File: config.mk
export PLATFORM = sky130hd
export DESIGN_NAME = sample_scheduler_flat
export DESIGN_NICKNAME = d
export VERILOG_FILES = /design/src/rtl/sample_scheduler_if.sv /design/src/rtl/sample_scheduler.sv /design/src/flat_wrapper.sv
export SDC_FILE = /design/constraint.sdc
export NUM_CORES = 1
export LEC_CHECK = 0
export ABC_AREA = 1
export CORE_ASPECT_RATIO = 0.9
export CORE_MARGIN = 1.5
export CORE_UTILIZATION = 58
export CTS_CLUSTER_DIAMETER = 80
export DETAILED_ROUTE_END_ITERATION = 6
export PLACE_DENSITY = 0.89
export SYNTH_ARGS = -nofsm -noshare
export SYNTH_HDL_FRONTEND = slang
export SYNTH_SLANG_ARGS = --single-unit
File: constraint.sdc
create_clock -name clk -period 3.5 [get_ports clk]
set_clock_uncertainty 0.15 [all_clocks]
set_input_delay 0.7 -clock clk [delete_from_list [all_inputs] [get_ports clk]]
set_output_delay 0.7 -clock clk [all_outputs]
set_load 0.05 [all_outputs]
File: src/rtl/sample_scheduler_if.sv
// Bundles the control, strobe and status signals between the scheduler and the
// read/write drivers and checker.
interface sample_scheduler_if #(
  parameter int unsigned CNT_W = 16
) ();

  logic             start;
  logic [CNT_W-1:0] vector_len;
  logic             mismatch;
  logic             read_stb;
  logic             write_stb;
  logic [CNT_W-1:0] sample_idx;
  logic             busy;
  logic             done;
  logic             test_passed;
  logic [CNT_W-1:0] error_cnt;

  // Master issues requests and reports mismatches; slave is the scheduler.
  modport master (
    output start, vector_len, mismatch,
    input  read_stb, write_stb, sample_idx, busy, done, test_passed, error_cnt
  );

  modport slave (
    input  start, vector_len, mismatch,
    output read_stb, write_stb, sample_idx, busy, done, test_passed, error_cnt
  );

endinterface

File: src/rtl/sample_scheduler.sv
// Sequences one test-vector run: single-cycle read/write strobes every DIV
// clocks, sample counting, and sticky pass/fail with a saturating error count.
module sample_scheduler #(
  parameter int unsigned DUT_CLK_FREQ = 100_000_000,
  parameter int unsigned SAMPLE_FREQ  = 25_000_000,
  parameter int unsigned WRITE_OFFSET = 2,
  parameter int unsigned CNT_W        = 16
) (
  input  logic                clk,
  input  logic                rst,
  sample_scheduler_if.slave   bus
);

  localparam int unsigned DIV     = (SAMPLE_FREQ == 0) ? 0 : DUT_CLK_FREQ / SAMPLE_FREQ;
  localparam int unsigned PHASE_W = (DIV > 2) ? $clog2(DIV) : 1;

  if (SAMPLE_FREQ == 0 || (DUT_CLK_FREQ % SAMPLE_FREQ) != 0 || DIV < 2) begin : g_bad_div
    $error("sample_scheduler: DUT_CLK_FREQ/SAMPLE_FREQ must be an integer >= 2");
  end
  if (WRITE_OFFSET < 1 || WRITE_OFFSET > DIV - 1) begin : g_bad_offset
    $error("sample_scheduler: WRITE_OFFSET must lie in 1..DIV-1");
  end

  typedef enum logic [1:0] {
    S_IDLE = 2'd0,
    S_RUN  = 2'd1,
    S_DONE = 2'd2
  } state_e;

  state_e             state_q,       state_d;
  logic [CNT_W-1:0]   len_q,         len_d;
  logic [CNT_W-1:0]   rd_cnt_q,      rd_cnt_d;
  logic [CNT_W-1:0]   wr_cnt_q,      wr_cnt_d;
  logic [PHASE_W-1:0] phase_q,       phase_d;
  logic               read_stb_q,    read_stb_d;
  logic               write_stb_q,   write_stb_d;
  logic [CNT_W-1:0]   sample_idx_q,  sample_idx_d;
  logic               busy_q,        busy_d;
  logic               done_q,        done_d;
  logic               test_passed_q, test_passed_d;
  logic [CNT_W-1:0]   error_cnt_q,   error_cnt_d;

  // Counter values for the coming cycle, accounting for strobes issued this cycle.
  logic [CNT_W-1:0]   rd_cnt_n;
  logic [CNT_W-1:0]   wr_cnt_n;
  logic [PHASE_W-1:0] phase_n;

  always_comb begin
    rd_cnt_n = rd_cnt_q + CNT_W'(read_stb_q);
    wr_cnt_n = wr_cnt_q + CNT_W'(write_stb_q);
    phase_n  = (phase_q == PHASE_W'(DIV - 1)) ? '0 : phase_q + PHASE_W'(1);
  end

  // Next-state and registered-output logic; strobes default low every cycle.
  always_comb begin
    state_d       = state_q;
    len_d         = len_q;
    rd_cnt_d      = rd_cnt_q;
    wr_cnt_d      = wr_cnt_q;
    phase_d       = phase_q;
    read_stb_d    = 1'b0;
    write_stb_d   = 1'b0;
    sample_idx_d  = sample_idx_q;
    busy_d        = busy_q;
    done_d        = done_q;
    test_passed_d = test_passed_q;
    error_cnt_d   = error_cnt_q;

    unique case (state_q)
      S_IDLE, S_DONE: begin
        if (bus.start) begin
          test_passed_d = 1'b1;
          error_cnt_d   = '0;
          if (bus.vector_len != '0) begin
            // Sample 0 is read in the very first RUN cycle.
            state_d      = S_RUN;
            len_d        = bus.vector_len;
            rd_cnt_d     = '0;
            wr_cnt_d     = '0;
            phase_d      = '0;
            read_stb_d   = 1'b1;
            sample_idx_d = '0;
            busy_d       = 1'b1;
            done_d       = 1'b0;
          end else begin
            state_d = S_DONE;
            busy_d  = 1'b0;
            done_d  = 1'b1;
          end
        end
      end

      S_RUN: begin
        rd_cnt_d = rd_cnt_n;
        wr_cnt_d = wr_cnt_n;
        phase_d  = phase_n;

        if (write_stb_q && bus.mismatch) begin
          test_passed_d = 1'b0;
          if (error_cnt_q != '1) begin
            error_cnt_d = error_cnt_q + CNT_W'(1);
          end
        end

        if (wr_cnt_n == len_q) begin
          state_d = S_DONE;
          busy_d  = 1'b0;
          done_d  = 1'b1;
        end else begin
          read_stb_d  = (phase_n == '0) && (rd_cnt_n < len_q);
          write_stb_d = (phase_n == PHASE_W'(WRITE_OFFSET)) && (wr_cnt_n < rd_cnt_n);
          if (read_stb_d) begin
            sample_idx_d = rd_cnt_n;
          end
        end
      end

      default: begin
        state_d = S_IDLE;
      end
    endcase
  end

  always_ff @(posedge clk) begin
    if (rst) begin
      state_q       <= S_IDLE;
      len_q         <= '0;
      rd_cnt_q      <= '0;
      wr_cnt_q      <= '0;
      phase_q       <= '0;
      read_stb_q    <= 1'b0;
      write_stb_q   <= 1'b0;
      sample_idx_q  <= '0;
      busy_q        <= 1'b0;
      done_q        <= 1'b0;
      test_passed_q <= 1'b1;
      error_cnt_q   <= '0;
    end else begin
      state_q       <= state_d;
      len_q         <= len_d;
      rd_cnt_q      <= rd_cnt_d;
      wr_cnt_q      <= wr_cnt_d;
      phase_q       <= phase_d;
      read_stb_q    <= read_stb_d;
      write_stb_q   <= write_stb_d;
      sample_idx_q  <= sample_idx_d;
      busy_q        <= busy_d;
      done_q        <= done_d;
      test_passed_q <= test_passed_d;
      error_cnt_q   <= error_cnt_d;
    end
  end

  assign bus.read_stb    = read_stb_q;
  assign bus.write_stb   = write_stb_q;
  assign bus.sample_idx  = sample_idx_q;
  assign bus.busy        = busy_q;
  assign bus.done        = done_q;
  assign bus.test_passed = test_passed_q;
  assign bus.error_cnt   = error_cnt_q;

endmodule

File: src/flat_wrapper.sv
// flat-port wrapper written by rule: the top's interface ports become plain ports
module sample_scheduler_flat 
#(
  parameter int unsigned DUT_CLK_FREQ = 100_000_000,
  parameter int unsigned SAMPLE_FREQ  = 25_000_000,
  parameter int unsigned WRITE_OFFSET = 2,
  parameter int unsigned CNT_W        = 16
)
  (clk, rst, bus_start, bus_vector_len, bus_mismatch, bus_read_stb, bus_write_stb, bus_sample_idx, bus_busy, bus_done, bus_test_passed, bus_error_cnt);
  sample_scheduler_if #(.CNT_W(CNT_W)) bus_i ();
  input  logic clk;
  input  logic rst;
  input wire logic [$bits(bus_i.start)-1:0] bus_start;
  input wire logic [$bits(bus_i.vector_len)-1:0] bus_vector_len;
  input wire logic [$bits(bus_i.mismatch)-1:0] bus_mismatch;
  output wire logic [$bits(bus_i.read_stb)-1:0] bus_read_stb;
  output wire logic [$bits(bus_i.write_stb)-1:0] bus_write_stb;
  output wire logic [$bits(bus_i.sample_idx)-1:0] bus_sample_idx;
  output wire logic [$bits(bus_i.busy)-1:0] bus_busy;
  output wire logic [$bits(bus_i.done)-1:0] bus_done;
  output wire logic [$bits(bus_i.test_passed)-1:0] bus_test_passed;
  output wire logic [$bits(bus_i.error_cnt)-1:0] bus_error_cnt;
  assign bus_i.start = bus_start;
  assign bus_i.vector_len = bus_vector_len;
  assign bus_i.mismatch = bus_mismatch;
  assign bus_read_stb = bus_i.read_stb;
  assign bus_write_stb = bus_i.write_stb;
  assign bus_sample_idx = bus_i.sample_idx;
  assign bus_busy = bus_i.busy;
  assign bus_done = bus_i.done;
  assign bus_test_passed = bus_i.test_passed;
  assign bus_error_cnt = bus_i.error_cnt;
  sample_scheduler #(.DUT_CLK_FREQ(DUT_CLK_FREQ), .SAMPLE_FREQ(SAMPLE_FREQ), .WRITE_OFFSET(WRITE_OFFSET), .CNT_W(CNT_W)) u_core (.clk(clk), .rst(rst), .bus(bus_i));
endmodule
# Word-level counts from Yosys, hierarchy flattened

Cells that the tools add are included.
W data, S select, Z words.

Register bits: 89
Latch bits: 0
RAM bits: 0
Memory bits (read-only): 0
Input port bits: 20
Output and inout bits: 37
Memories kept: 0

Add/subtract/negate cells: 4
Multiply operators: 0
Div/mod/pow operators: 0
$lt $le $gt $ge: 2
Equal/unequal tests: 13
Shift-type cells: 0
Muxes and demuxes: 33
Bitwise logic cells: 1
Reduce and logical (&&, ||, !) cells: 16

Operators with widths:

| cell                    | number |
|---|---|
| $pmux W16 S2            | 4 |
| $mux W16                | 7 |
| $add A16 B1 Y16         | 2 |
| $lt A16 B16 Y1          | 2 |
| $add A16 B1 Y16 const B | 1 |
| $eq A16 B16 Y1          | 1 |
| $ne A16 B16 Y1 const B  | 1 |
| $reduce_bool A16 Y1     | 1 |
| $mux W2                 | 6 |
| $reduce_and A3 Y1       | 4 |
| $mux W1                 | 10 |
| $ne A2 B1 Y1 const B    | 5 |
| $pmux W1 S2             | 4 |
| $pmux W2 S2             | 2 |
| $eq A2 B2 Y1 const B    | 3 |
| $reduce_and A5 Y1       | 1 |
| $logic_not A2 Y1        | 2 |
| $ne A2 B2 Y1 const B    | 2 |
| $reduce_and A4 Y1       | 1 |
| $logic_and A1 B1 Y1     | 3 |
| $reduce_or A3 Y1        | 1 |
| $add A2 B1 Y2 const B   | 1 |
| $eq A2 B1 Y1 const B    | 1 |
| $reduce_and A2 Y1       | 1 |
| 3 further kinds         | 3 |

# Depth between registers and ports, before layout

Gate-level depths: netlist of run 1.

Depth after elaboration: 7
Depth in mapped cells: 26
Gate-level depth less buffers: 25

# Worst setup path before layout of run 1

OpenSTA, ideal clock, no wires.

Path kind: reg-to-reg
Start point: register u_core.read_stb_q (netlist: u_core.bus.read_stb)
End point: register u_core.sample_idx_q[11] (netlist: u_core.bus.sample_idx[11])
Library setup time: 0.115 ns
Arrival: 3.162 ns
Data required time: 3.235 ns
Setup slack: 0.073 ns
Stages on the path, launching flop included: 25
Path through: dfxtp_1 > ha_1 > ha_1 > nand2_1 > inv_1 > nand3_1 > nor2_1 > nand3_1 > inv_1 > nand2_1 > nor2_1 > nand2_1 > xor2_1 > ha_1 > nand2_1 > inv_1 > nand3_1 > a31oi_1 > nor2_1 > and3_1 > nand3_4 > buf_6 > nand3_2 > nand2_1 > nor2_1

Word-level cells in the longest chain between the ends: 5
Elaborated cells on any way between the ends: 8

Ends and longest elaborated chain:

| item                               | line                    | text |
|---|---|---|
| start: declaration                 | sample_scheduler.sv:35  | `logic read_stb_q, read_stb_d;` |
| start signal: assignment           | sample_scheduler.sv:144 | `read_stb_q <= read_stb_d;` |
| $add A16 B1 Y16 (*)                | sample_scheduler.sv:49  | `rd_cnt_n = rd_cnt_q + CNT_W'(read_stb_q);` |
| $lt A16 B16 Y1                     | sample_scheduler.sv:110 | `read_stb_d = (phase_n == '0) && (rd_cnt_n < len_q);` |
| $logic_and A1 B1 Y1                | sample_scheduler.sv:110 |  |
| $ne A2 B1 Y1 (no source line)      | n/a                     |  |
| $reduce_and A5 Y1 (no source line) | n/a                     |  |
| end signal: assignment             | sample_scheduler.sv:146 | `sample_idx_q <= sample_idx_d;` |
| end: declaration                   | sample_scheduler.sv:37  | `logic [CNT_W-1:0] sample_idx_q, sample_idx_d;` |

Mark *: on every way between the ends. The rest lies on a longest branch, timed or not. The select of a mux whose other input is x is not followed.
A chain may end at the register's enable or synchronous reset.

# Worst setup path in the final report of run 1

Start point: register u_core.read_stb_q (netlist: u_core.bus.read_stb)
End point: register u_core.sample_idx_q[14] (netlist: u_core.bus.sample_idx[14])

The elaborated chain is that of the path after synthesis.

==> run_results.csv, run 1 <==
group,metric,value,unit
setup_path,critical_path_required,3.64,ns
setup_path,critPathArrivalTime,3.40,ns
clocking,tritoncts,"yes",
setup_path,endpoint_kind,"flop",
placed_design,dp_hpwl,10300,um
placed_design,dp_slack,-0.0198,ns
run,max_cap_viol_count,0,
clocking,clock_path_buffers,2,
pwr,peakVddDrop,0.320,mV
cells_and_area,nets,949,
pwr,powerDensity,337,nW/um2
setup_path,worst-path-max-fanout,5,
status,outcome,"finished, final reports clean",
placed_design,gp_congestion,0.961,
cells_and_area,syn2layout_area_growth,17.9,%
logic_synthesis,ys_warn_count,0,
floorplanning,dieArea,10100,um2
detailed_routing,drcViolationCount,0,
timing,hold_viol_final,0,
clocking,cts_buffers,9,
timing,period_needed,3.26,ns
timing,fin_setup_tns,0,ns
logic_synthesis,synth_fp_nets,890,
logic_synthesis,synthArstFlopShare,0,
logic_synthesis,synth-edff-count,0,
setup_path,r2r_slack,0.24,ns
clocking,cts_root_buf,"clkbuf_8",
placed_design,io_buffers,56,
timing,setup_viol,0,
logic_synthesis,syn_area_per_cell,6.59,um2
floorplanning,core_area,9170,um2
logic_synthesis,netlist_area,5490,um2
floorplanning,dieWidth,106,um
cells_and_area,mostFrequentLayoutCells,"nand2_1, inv_1, nor2_1, dfxtp_1, a21oi_1",
timing,finalCritPeriodShare,0.932,
logic_synthesis,synthCells,833,
cells_and_area,antenna_cells,0,
detailed_routing,routed_wl,14800,um
clocking,cts_setup_buffers,0,
clocking,htree_levels,3,
clocking,cts.sinks,89,
cells_and_area,utilization,0.706,
detailed_routing,drt_iter0_markers,432,
floorplanning,die_y,95.3,um
global_routing,grt_util_all_layers,0.292,
detailed_routing,vias,5667,
logic_synthesis,synthFlopType,"dfxtp_1",
timing,max_freq,307,MHz
detailed_routing,final_antenna_net_count,0,
setup_path,cp-start-kind,"flop",
global_routing,grt_pass1_vias,4922,
floorplanning,num_io_pins,57,
clocking,clk_pin_slew,0.10,ns
detailed_routing,dr.pass1.iters,5,
worst_hold_path,hp-class,"flop to flop",
pwr,finalPower,2.18,mW
timing,maxSlewViolCount,0,
clocking,clk-insertion-delay-late,0.38,ns
logic_synthesis,synth.distinct_cells,35,
timing,setup_slack,0.238,ns
logic_synthesis,yosys-top-cells-area,"dfxtp_1, nand2_1, ha_1",
cells_and_area,final_common_cell,"nand2_1",
global_routing,grt_max_degree,36,
cells_and_area,drive_gt1_frac,0.0915,
clocking,postCtsHoldBufs,0,
pwr,p_leak,2.79,nW
detailed_routing,wl_per_cell,14.5,um
timing,slew_headroom,0.496,
global_routing,grt-ovfl-total,0,
logic_synthesis,synth_top_area_share,0.325,
floorplanning,start_util,0.599,
global_routing,antenna_found_initial,0,
logic_synthesis,seq_area_frac_synth,0.325,
detailed_routing,vias_per_cell,5.57,
global_routing,grt_pass1_wl,23300,um
logic_synthesis,synth_seq_cells,89,
timing,tightest_slew,0.756,ns
logic_synthesis,synth_top_area_cell,"dfxtp_1",
setup_path,path_class,"flop to flop",
floorplanning,rows,33,
-- area by class of cell --
type / count / area [um2]
Inverter: 120 / 450
Sequential cell: 89 / 1780
Tap cell: 122 / 153
Clock inverter: 6 / 56.3
Fill cell: 746 / 2700
Clock buffer: 9 / 124
Multi-Input combinational cell: 603 / 3240
Timing Repair Buffer: 69 / 658
-- worst paths after layout --
path	cells past startpoint	to	start
max	22	u_core.bus.sample_idx[14]$_SDFFE_PP0P_	u_core.bus.read_stb$_SDFF_PP0_
min	2	u_core.bus.busy$_SDFFE_PP0P_	u_core.bus.busy$_SDFFE_PP0P_
max reg2reg	22	u_core.bus.sample_idx[14]$_SDFFE_PP0P_	u_core.bus.read_stb$_SDFF_PP0_
min reg2reg	2	u_core.bus.busy$_SDFFE_PP0P_	u_core.bus.busy$_SDFFE_PP0P_
-- metrics by stage --
step	hold slack, ns	cells	area, um2
floorplan	0.303	833	5490
global placement	0.302	999	6170
detailed placement	0.312	999	6170
CTS	0.327	1015	6370
global route	0.343	1018	6470
finish	0.327	1018	6470
-- kinds of logic after synthesis --
logic type,synth area share
AND/OR/NAND/NOR,0.333
adder cells (fa/ha/maj),0.0843
flip-flops,0.325
XOR/XNOR,0.0128
AO/OA/AOI/OAI,0.140
buffers and inverters,0.105
-- registers in the layout, indices dropped and copies added (netlist names) --
signal and count:
u_core.bus.test_passed 1, u_core.bus.busy 1, u_core.wr_cnt_q 16, u_core.len_q 16, u_core.state_q 2, u_core.bus.done 1, u_core.bus.write_stb 1, u_core.phase_q 2
u_core.bus.sample_idx 16, u_core.bus.read_stb 1, u_core.rd_cnt_q 16, u_core.bus.error_cnt 16
-- metal layers --
metal	routed length (um)	GRT usage	vias up
met5	0	0	-
met4	391	0.106	0
met3	1400	0.0560	39
met2	6370	0.446	279
met1	6610	0.412	2517
li1	-	-	2832
-- critical path, stage by stage, from the launching register on --
cell	delay, ns
dfxtp_2	0.34
ha_2	0.17
ha_1	0.15
nand2_1	0.08
inv_2	0.07
nand3_2	0.08
nor2_2	0.14
nand3_1	0.10
inv_1	0.09
nand2_2	0.08
nor2_4	0.15
nand2_2	0.08
xor2_2	0.15
ha_1	0.27
nand2_1	0.06
inv_1	0.05
o21ai_0	0.07
nand2_1	0.07
nor2_1	0.11
and3_4	0.29
nand3_4	0.17
a21oi_1	0.21
nor2_1	0.06
-- synth_stat cells (2+ instances only) --
cell,number
nor2_4,2
nor2_2,8
a211oi_1,3
xor2_1,4
dfxtp_1,89
inv_2,4
clkbuf_1,13
nand3_2,11
xnor2_1,4
nor2_1,106
a21oi_1,81
a31oi_1,2
nor4_1,5
o21a_1,8
and3_1,3
buf_6,3
nor3_1,11
inv_1,115
nand3_1,57
a22oi_1,9
o21bai_1,3
ha_1,37
buf_2,8
o21ai_0,31
nand2_1,189
nand2_2,6
nand4_1,13
-- power breakdown --
group          switching [mW]  total [mW]  internal (mW)
sequential             0.0257        1.08           1.05
clock                   0.419       0.691          0.272
combinational           0.275       0.413          0.137
total                   0.721        2.18           1.46
-- what timing repair did --
action / in CTS / in global routing
resized for setup: 2 / 19
endpoints found under the setup margin: 16 / 17
gates cloned: 1 / 3
pin swaps: 1 / 4
(Power assumes the default switching activity.)
==> run 2: changes to the inputs <==
CORE_ASPECT_RATIO = 1.25   (was 0.9)
==> run_results.csv, run 2 (synthesis gave the netlist of run 1 again) <==
group,metric,value,unit
status,outcome,"finished, final reports clean",
pwr,p_clk_frac,0.417,
setup_path,r2r_cells,19,
timing,tightest_slew,1.17,ns
global_routing,antenna_found_initial,0,
floorplanning,rows,39,
clocking,cts_buffers,9,
timing,hold_viol_final,0,
clocking,clock_path_buffers,2,
worst_hold_path,min_path_cells,2,
pwr,switching_share,0.286,
pwr,power_frac_comb,0.162,
worst_hold_path,min_from,"u_core.bus.done$_SDFFE_PP0P_",
run,max_cap_viol_count,0,
setup_path,critical_path_required,3.59,ns
setup_path,timing.rr.start,"u_core.bus.read_stb$_SDFF_PP0_",
cells_and_area,syn2layout_area_growth,23.1,%
setup_path,path_class,"flop to flop",
floorplanning,dieArea,10100,um2
setup_path,r2r_end,"u_core.bus.sample_idx[2]$_SDFFE_PP0P_",
clocking,clk-insertion-delay-late,0.35,ns
detailed_routing,dr.pass1.iters,6,
global_routing,grt_max_degree,41,
pwr,powerDensity,379,nW/um2
clocking,cts.sinks,89,
cells_and_area,final_cells,1026,
global_routing,grt_pass1_vias,5165,
timing,setup_viol,0,
clocking,postCtsHoldBufs,0,
placed_design,dp_hpwl,9980,um
timing,slew_headroom,0.220,
placed_design,gp_congestion,0.955,
floorplanning,dieWidth,90.0,um
floorplanning,core_area,9170,um2
pwr,power.internal,1.83,mW
global_routing,grt_util_all_layers,0.285,
floorplanning,die_y,112,um
cells_and_area,final_common_cell,"nand2_1",
floorplanning,start_util,0.598,
timing,max_freq,292,MHz
clocking,tritoncts,"yes",
detailed_routing,routed_wl,15100,um
placed_design,io_buffers,56,
cells_and_area,design_area,6760,um2
setup_path,endpoint_kind,"flop",
setup_path,cp-start-kind,"flop",
pwr,p_leak,2.93,nW
detailed_routing,final_antenna_net_count,0,
clocking,cts_root_buf,"clkbuf_16",
detailed_routing,vias_per_cell,5.64,
timing,period_needed,3.43,ns
cells_and_area,utilization,0.737,
placed_design,dpl.cell_count,1001,
detailed_routing,vias,5790,
cells_and_area,fillers,722,
pwr,finalPower,2.56,mW
timing,hold-worst-slack,0.317,ns
detailed_routing,drt_iter0_markers,549,
detailed_routing,wl_per_cell,14.7,um
worst_hold_path,hp-class,"flop to flop",
cells_and_area,multi_input_area,3240,um2
pwr,peakVddDrop,0.301,mV
setup_path,worst-path-max-fanout,9,
cells_and_area,mostFrequentLayoutCells,"nand2_1, inv_1, nor2_1, dfxtp_1, a21oi_1",
cells_and_area,antenna_cells,0,
worst_hold_path,hold_end,"u_core.bus.done$_SDFFE_PP0P_",
setup_path,r2r_slack,0.07,ns
placed_design,placed_area,6210,um2
cells_and_area,nets,955,
floorplanning,num_io_pins,57,
clocking,htree_levels,3,
timing,finalCritPeriodShare,0.980,
detailed_routing,drcViolationCount,0,
clocking,clk_pin_slew,0.06,ns
global_routing,grt_pass1_wl,23600,um
cells_and_area,drive_gt1_frac,0.105,
global_routing,grt-ovfl-total,0,
pwr,pwr-share-seq,0.421,
timing,maxSlewViolCount,0,
cells_and_area,regArea,1780,um2
setup_path,critPathArrivalTime,3.52,ns
pwr,power.switching,0.734,mW
[run 2: cell count changes in the layout (fill, tap and decap cells not counted), sizes merged]
cell / change
bufinv: +2
inv: -3
nand3: -4
buf: +8
clkinv: +3
clkinvlp: -1
clkbuf: +2
[run 2: through the flow]
| stage | worst slack (ns) | setup TNS (ns) |
|---|---|---|
| 6_report | 0.0697 | 0 |
| 2_1_floorplan | 0.0730 | 0 |
| 3_5_place_dp | 0.0501 | 0 |
| 4_1_cts | 0.0516 | 0 |
| 5_1_grt | -0.171 | -2.19 |
| 3_3_place_gp | 0.171 | 0 |
[run 2: power by group through the flow]
| stage | combinational, mW | clock (mW) | sequential (mW) |
|---|---|---|---|
| 5_1_grt | 0.452 | 1.12 | 1.08 |
| 4_1_cts | 0.405 | 1.07 | 1.08 |
| 6_report | 0.415 | 1.07 | 1.08 |
| 3_3_place_gp | 0.394 | 0 | 1.10 |
| 3_5_place_dp | 0.402 | 0 | 1.10 |
| 2_1_floorplan | 0.205 | 0 | 1.16 |
[run 2: per-layer routing]
layer	wire, um	GRT usage	part of all wire	vias to the layer above
li1	-	-	-	2833
met1	6070	0.354	0.40	2616
met2	7220	0.479	0.48	280
met3	1220	0.0499	0.081	61
met4	612	0.134	0.040	0
met5	0	0	0	-
[run 2: cell type report]
type / instances / share of cell area
Clock buffer: 9 / 0.0333
Clock inverter: 7 / 0.0148
Inverter: 120 / 0.0667
Multi-Input combinational cell: 599 / 0.479
Sequential cell: 89 / 0.264
Tap cell: 123 / 0.0228
Timing Repair Buffer: 79 / 0.119
[run 2: worst max-delay path by stage]
| stage | from | endpoint | slack (ns) |
|---|---|---|---|
| after global routing | u_core.bus.read_stb$_SDFF_PP0_ | u_core.bus.sample_idx[2]$_SDFFE_PP0P_ | -0.17 |
| final | u_core.bus.read_stb$_SDFF_PP0_ | u_core.bus.sample_idx[2]$_SDFFE_PP0P_ | 0.07 |
| after floorplan | u_core.bus.read_stb$_SDFF_PP0_ | u_core.bus.sample_idx[11]$_SDFFE_PP0P_ | 0.07 |
| after global placement | u_core.bus.read_stb$_SDFF_PP0_ | u_core.bus.sample_idx[1]$_SDFFE_PP0P_ | 0.17 |
| after CTS | u_core.bus.read_stb$_SDFF_PP0_ | u_core.bus.sample_idx[0]$_SDFFE_PP0P_ | 0.05 |
| after detailed placement | u_core.bus.read_stb$_SDFF_PP0_ | u_core.bus.sample_idx[9]$_SDFFE_PP0P_ | 0.05 |
[run 2: worst max-delay path, cell delays in order, from the launching register on]
cell       delay, ns
dfxtp_2         0.35
ha_4            0.14
and3_1          0.16
nand2_1         0.08
nor2_1          0.12
nand2_1         0.12
nor2_4          0.15
inv_1           0.10
nor2_1          0.13
xnor2_1         0.25
inv_1           0.10
ha_1            0.32
a21oi_1         0.20
nand2_1         0.07
nor2_1          0.10
and3_4          0.20
nand3_4         0.16
clkbuf_16       0.23
a21oi_1         0.13
nor2_1          0.06
[run 2: what timing repair did]
action / CTS / global route
cloned: 0 / 2
setup endpoints to repair: 1 / 17
buffers inserted: 0 / 7
pin swaps: 0 / 8
gates resized for setup: 1 / 32
==> run 3: changes to the inputs <==
GPL_TIMING_DRIVEN = 1   (was unset)
SKIP_CTS_REPAIR_TIMING = 1   (was unset)
==> run_results.csv, run 3 (synthesis gave the netlist of run 1 again) <==
group,metric,value,unit
setup_path,worst-path-max-fanout,9,
worst_hold_path,hold_end,"u_core.bus.test_passed$_SDFFE_PP1P_",
clocking,tritoncts,"yes",
cells_and_area,drive_gt1_frac,0.105,
placed_design,dp_slack,0.0501,ns
global_routing,antenna_found_initial,0,
worst_hold_path,min_path_cells,2,
placed_design,dpl.cell_count,1001,
setup_path,r2r_slack,-0.004,ns
pwr,power.internal,1.83,mW
placed_design,dp_hpwl,9980,um
clocking,cts_buffers,9,
worst_hold_path,min_from,"u_core.bus.test_passed$_SDFFE_PP1P_",
global_routing,grt_pass1_vias,5170,
setup_path,r2r_end,"u_core.bus.sample_idx[7]$_SDFFE_PP0P_",
global_routing,grt_max_degree,41,
setup_path,timing.rr.start,"u_core.bus.read_stb$_SDFF_PP0_",
floorplanning,num_io_pins,57,
pwr,finalPower,2.57,mW
detailed_routing,vias_per_cell,5.60,
placed_design,io_buffers,56,
pwr,powerDensity,381,nW/um2
detailed_routing,routed_wl,15400,um
cells_and_area,antenna_cells,0,
timing,tightest_slew,1.17,ns
timing,setup_slack,-0.00418,ns
global_routing,grt_pass1_wl,23600,um
placed_design,gp_congestion,0.955,
floorplanning,start_util,0.598,
pwr,pwr-share-seq,0.420,
detailed_routing,wl_per_cell,15.0,um
floorplanning,dieArea,10100,um2
pwr,p_leak,2.93,nW
global_routing,grt-ovfl-total,0,
cells_and_area,final_cells,1026,
timing,hold_viol_final,0,
floorplanning,rows,39,
setup_path,critPathArrivalTime,3.61,ns
timing,max_freq,285,MHz
clocking,cts_root_buf,"clkbuf_16",
clocking,clock_path_buffers,2,
setup_path,r2r_cells,21,
clocking,htree_levels,3,
floorplanning,core_area,9170,um2
setup_path,path_class,"flop to flop",
pwr,power_frac_comb,0.162,
cells_and_area,mostFrequentLayoutCells,"nand2_1, inv_1, nor2_1, dfxtp_1, a21oi_1",
pwr,power.switching,0.744,mW
detailed_routing,dr.pass1.iters,7,
detailed_routing,drt_iter0_markers,558,
cells_and_area,final_common_cell,"nand2_1",
detailed_routing,final_antenna_net_count,0,
floorplanning,dieWidth,90.0,um
setup_path,cp-start-kind,"flop",
status,violations,"negative setup slack",
timing,period_needed,3.50,ns
timing,slew_headroom,0.221,
status,outcome,"finished with violations",
detailed_routing,vias,5748,
timing,setup_viol,1,
pwr,switching_share,0.289,
clocking,clk_pin_slew,0.07,ns
timing,maxSlewViolCount,0,
timing,finalCritPeriodShare,1.00,
clocking,cts.sinks,89,
setup_path,critical_path_required,3.61,ns
floorplanning,die_y,112,um
cells_and_area,syn2layout_area_growth,23.1,%
clocking,clk-insertion-delay-late,0.37,ns
global_routing,grt_util_all_layers,0.286,
run,max_cap_viol_count,0,
setup_path,endpoint_kind,"flop",
cells_and_area,nets,955,
worst_hold_path,hp-class,"flop to flop",
pwr,peakVddDrop,0.307,mV
detailed_routing,drcViolationCount,0,
pwr,p_clk_frac,0.418,
[run 3: per-layer routing]
metal / GRT usage / routed length, um / vias to the layer above / share of wire
li1: - / - / 2834 / -
met1: 0.354 / 6310 / 2607 / 0.41
met2: 0.480 / 7300 / 254 / 0.47
met3: 0.0499 / 1100 / 53 / 0.071
met4: 0.134 / 733 / 0 / 0.047
met5: 0 / 0 / - / 0
[run 3: worst max-delay path by stage]
stage,start,end,slack (ns),depth (start not counted)
6_report,u_core.bus.read_stb$_SDFF_PP0_,u_core.bus.sample_idx[7]$_SDFFE_PP0P_,-0.004,21
5_1_grt,u_core.bus.read_stb$_SDFF_PP0_,u_core.bus.sample_idx[2]$_SDFFE_PP0P_,-0.19,21
4_1_cts,u_core.bus.read_stb$_SDFF_PP0_,u_core.bus.sample_idx[0]$_SDFFE_PP0P_,-0.005,25
3_5_place_dp,u_core.bus.read_stb$_SDFF_PP0_,u_core.bus.sample_idx[9]$_SDFFE_PP0P_,0.05,23
3_3_place_gp,u_core.bus.read_stb$_SDFF_PP0_,u_core.bus.sample_idx[1]$_SDFFE_PP0P_,0.17,24
2_1_floorplan,u_core.bus.read_stb$_SDFF_PP0_,u_core.bus.sample_idx[11]$_SDFFE_PP0P_,0.07,24
[run 3: layout make-up]
type	instances	area, um2
Tap cell	123	154
Clock buffer	9	225
Inverter	120	450
Fill cell	719	2420
Timing Repair Buffer	79	805
Sequential cell	89	1780
Multi-Input combinational cell	599	3240
Clock inverter	7	100
[run 3: critical path, cell delays in order (launching register included)]
cell and delay [ns]:
dfxtp_2 0.36, ha_4 0.14, and3_1 0.17, nand2_1 0.08, nor2_1 0.12, nand2_1 0.13
nor2_4 0.20, inv_1 0.11, nor2_1 0.15, xnor2_1 0.24, inv_1 0.09, ha_1 0.30
nand2_1 0.08, inv_1 0.06, nand3_2 0.07, a31oi_1 0.05, nor2_1 0.12, and3_4 0.20
nand3_4 0.16, clkbuf_16 0.23, a21oi_1 0.14, nor2_1 0.06
[run 3: power groups by stage]
stage          logic (mW)  clock network, mW  registers [mW]
6_report            0.417               1.08            1.08
5_1_grt             0.453               1.12            1.08
4_1_cts             0.405               1.07            1.08
3_5_place_dp        0.402                  0            1.10
3_3_place_gp        0.394                  0            1.10
2_1_floorplan       0.205                  0            1.16
[run 3: metrics by stage]
stage	area, um2	hold slack (ns)	util	TNS [ns]
2_1_floorplan	5490	0.303	-	0
3_3_place_gp	6210	0.300	0.677	0
4_1_cts	6530	0.313	0.712	-0.00524
5_1_grt	6760	0.346	0.737	-2.52
3_5_place_dp	6210	0.304	0.677	0
6_report	6760	0.316	0.737	-0.00418
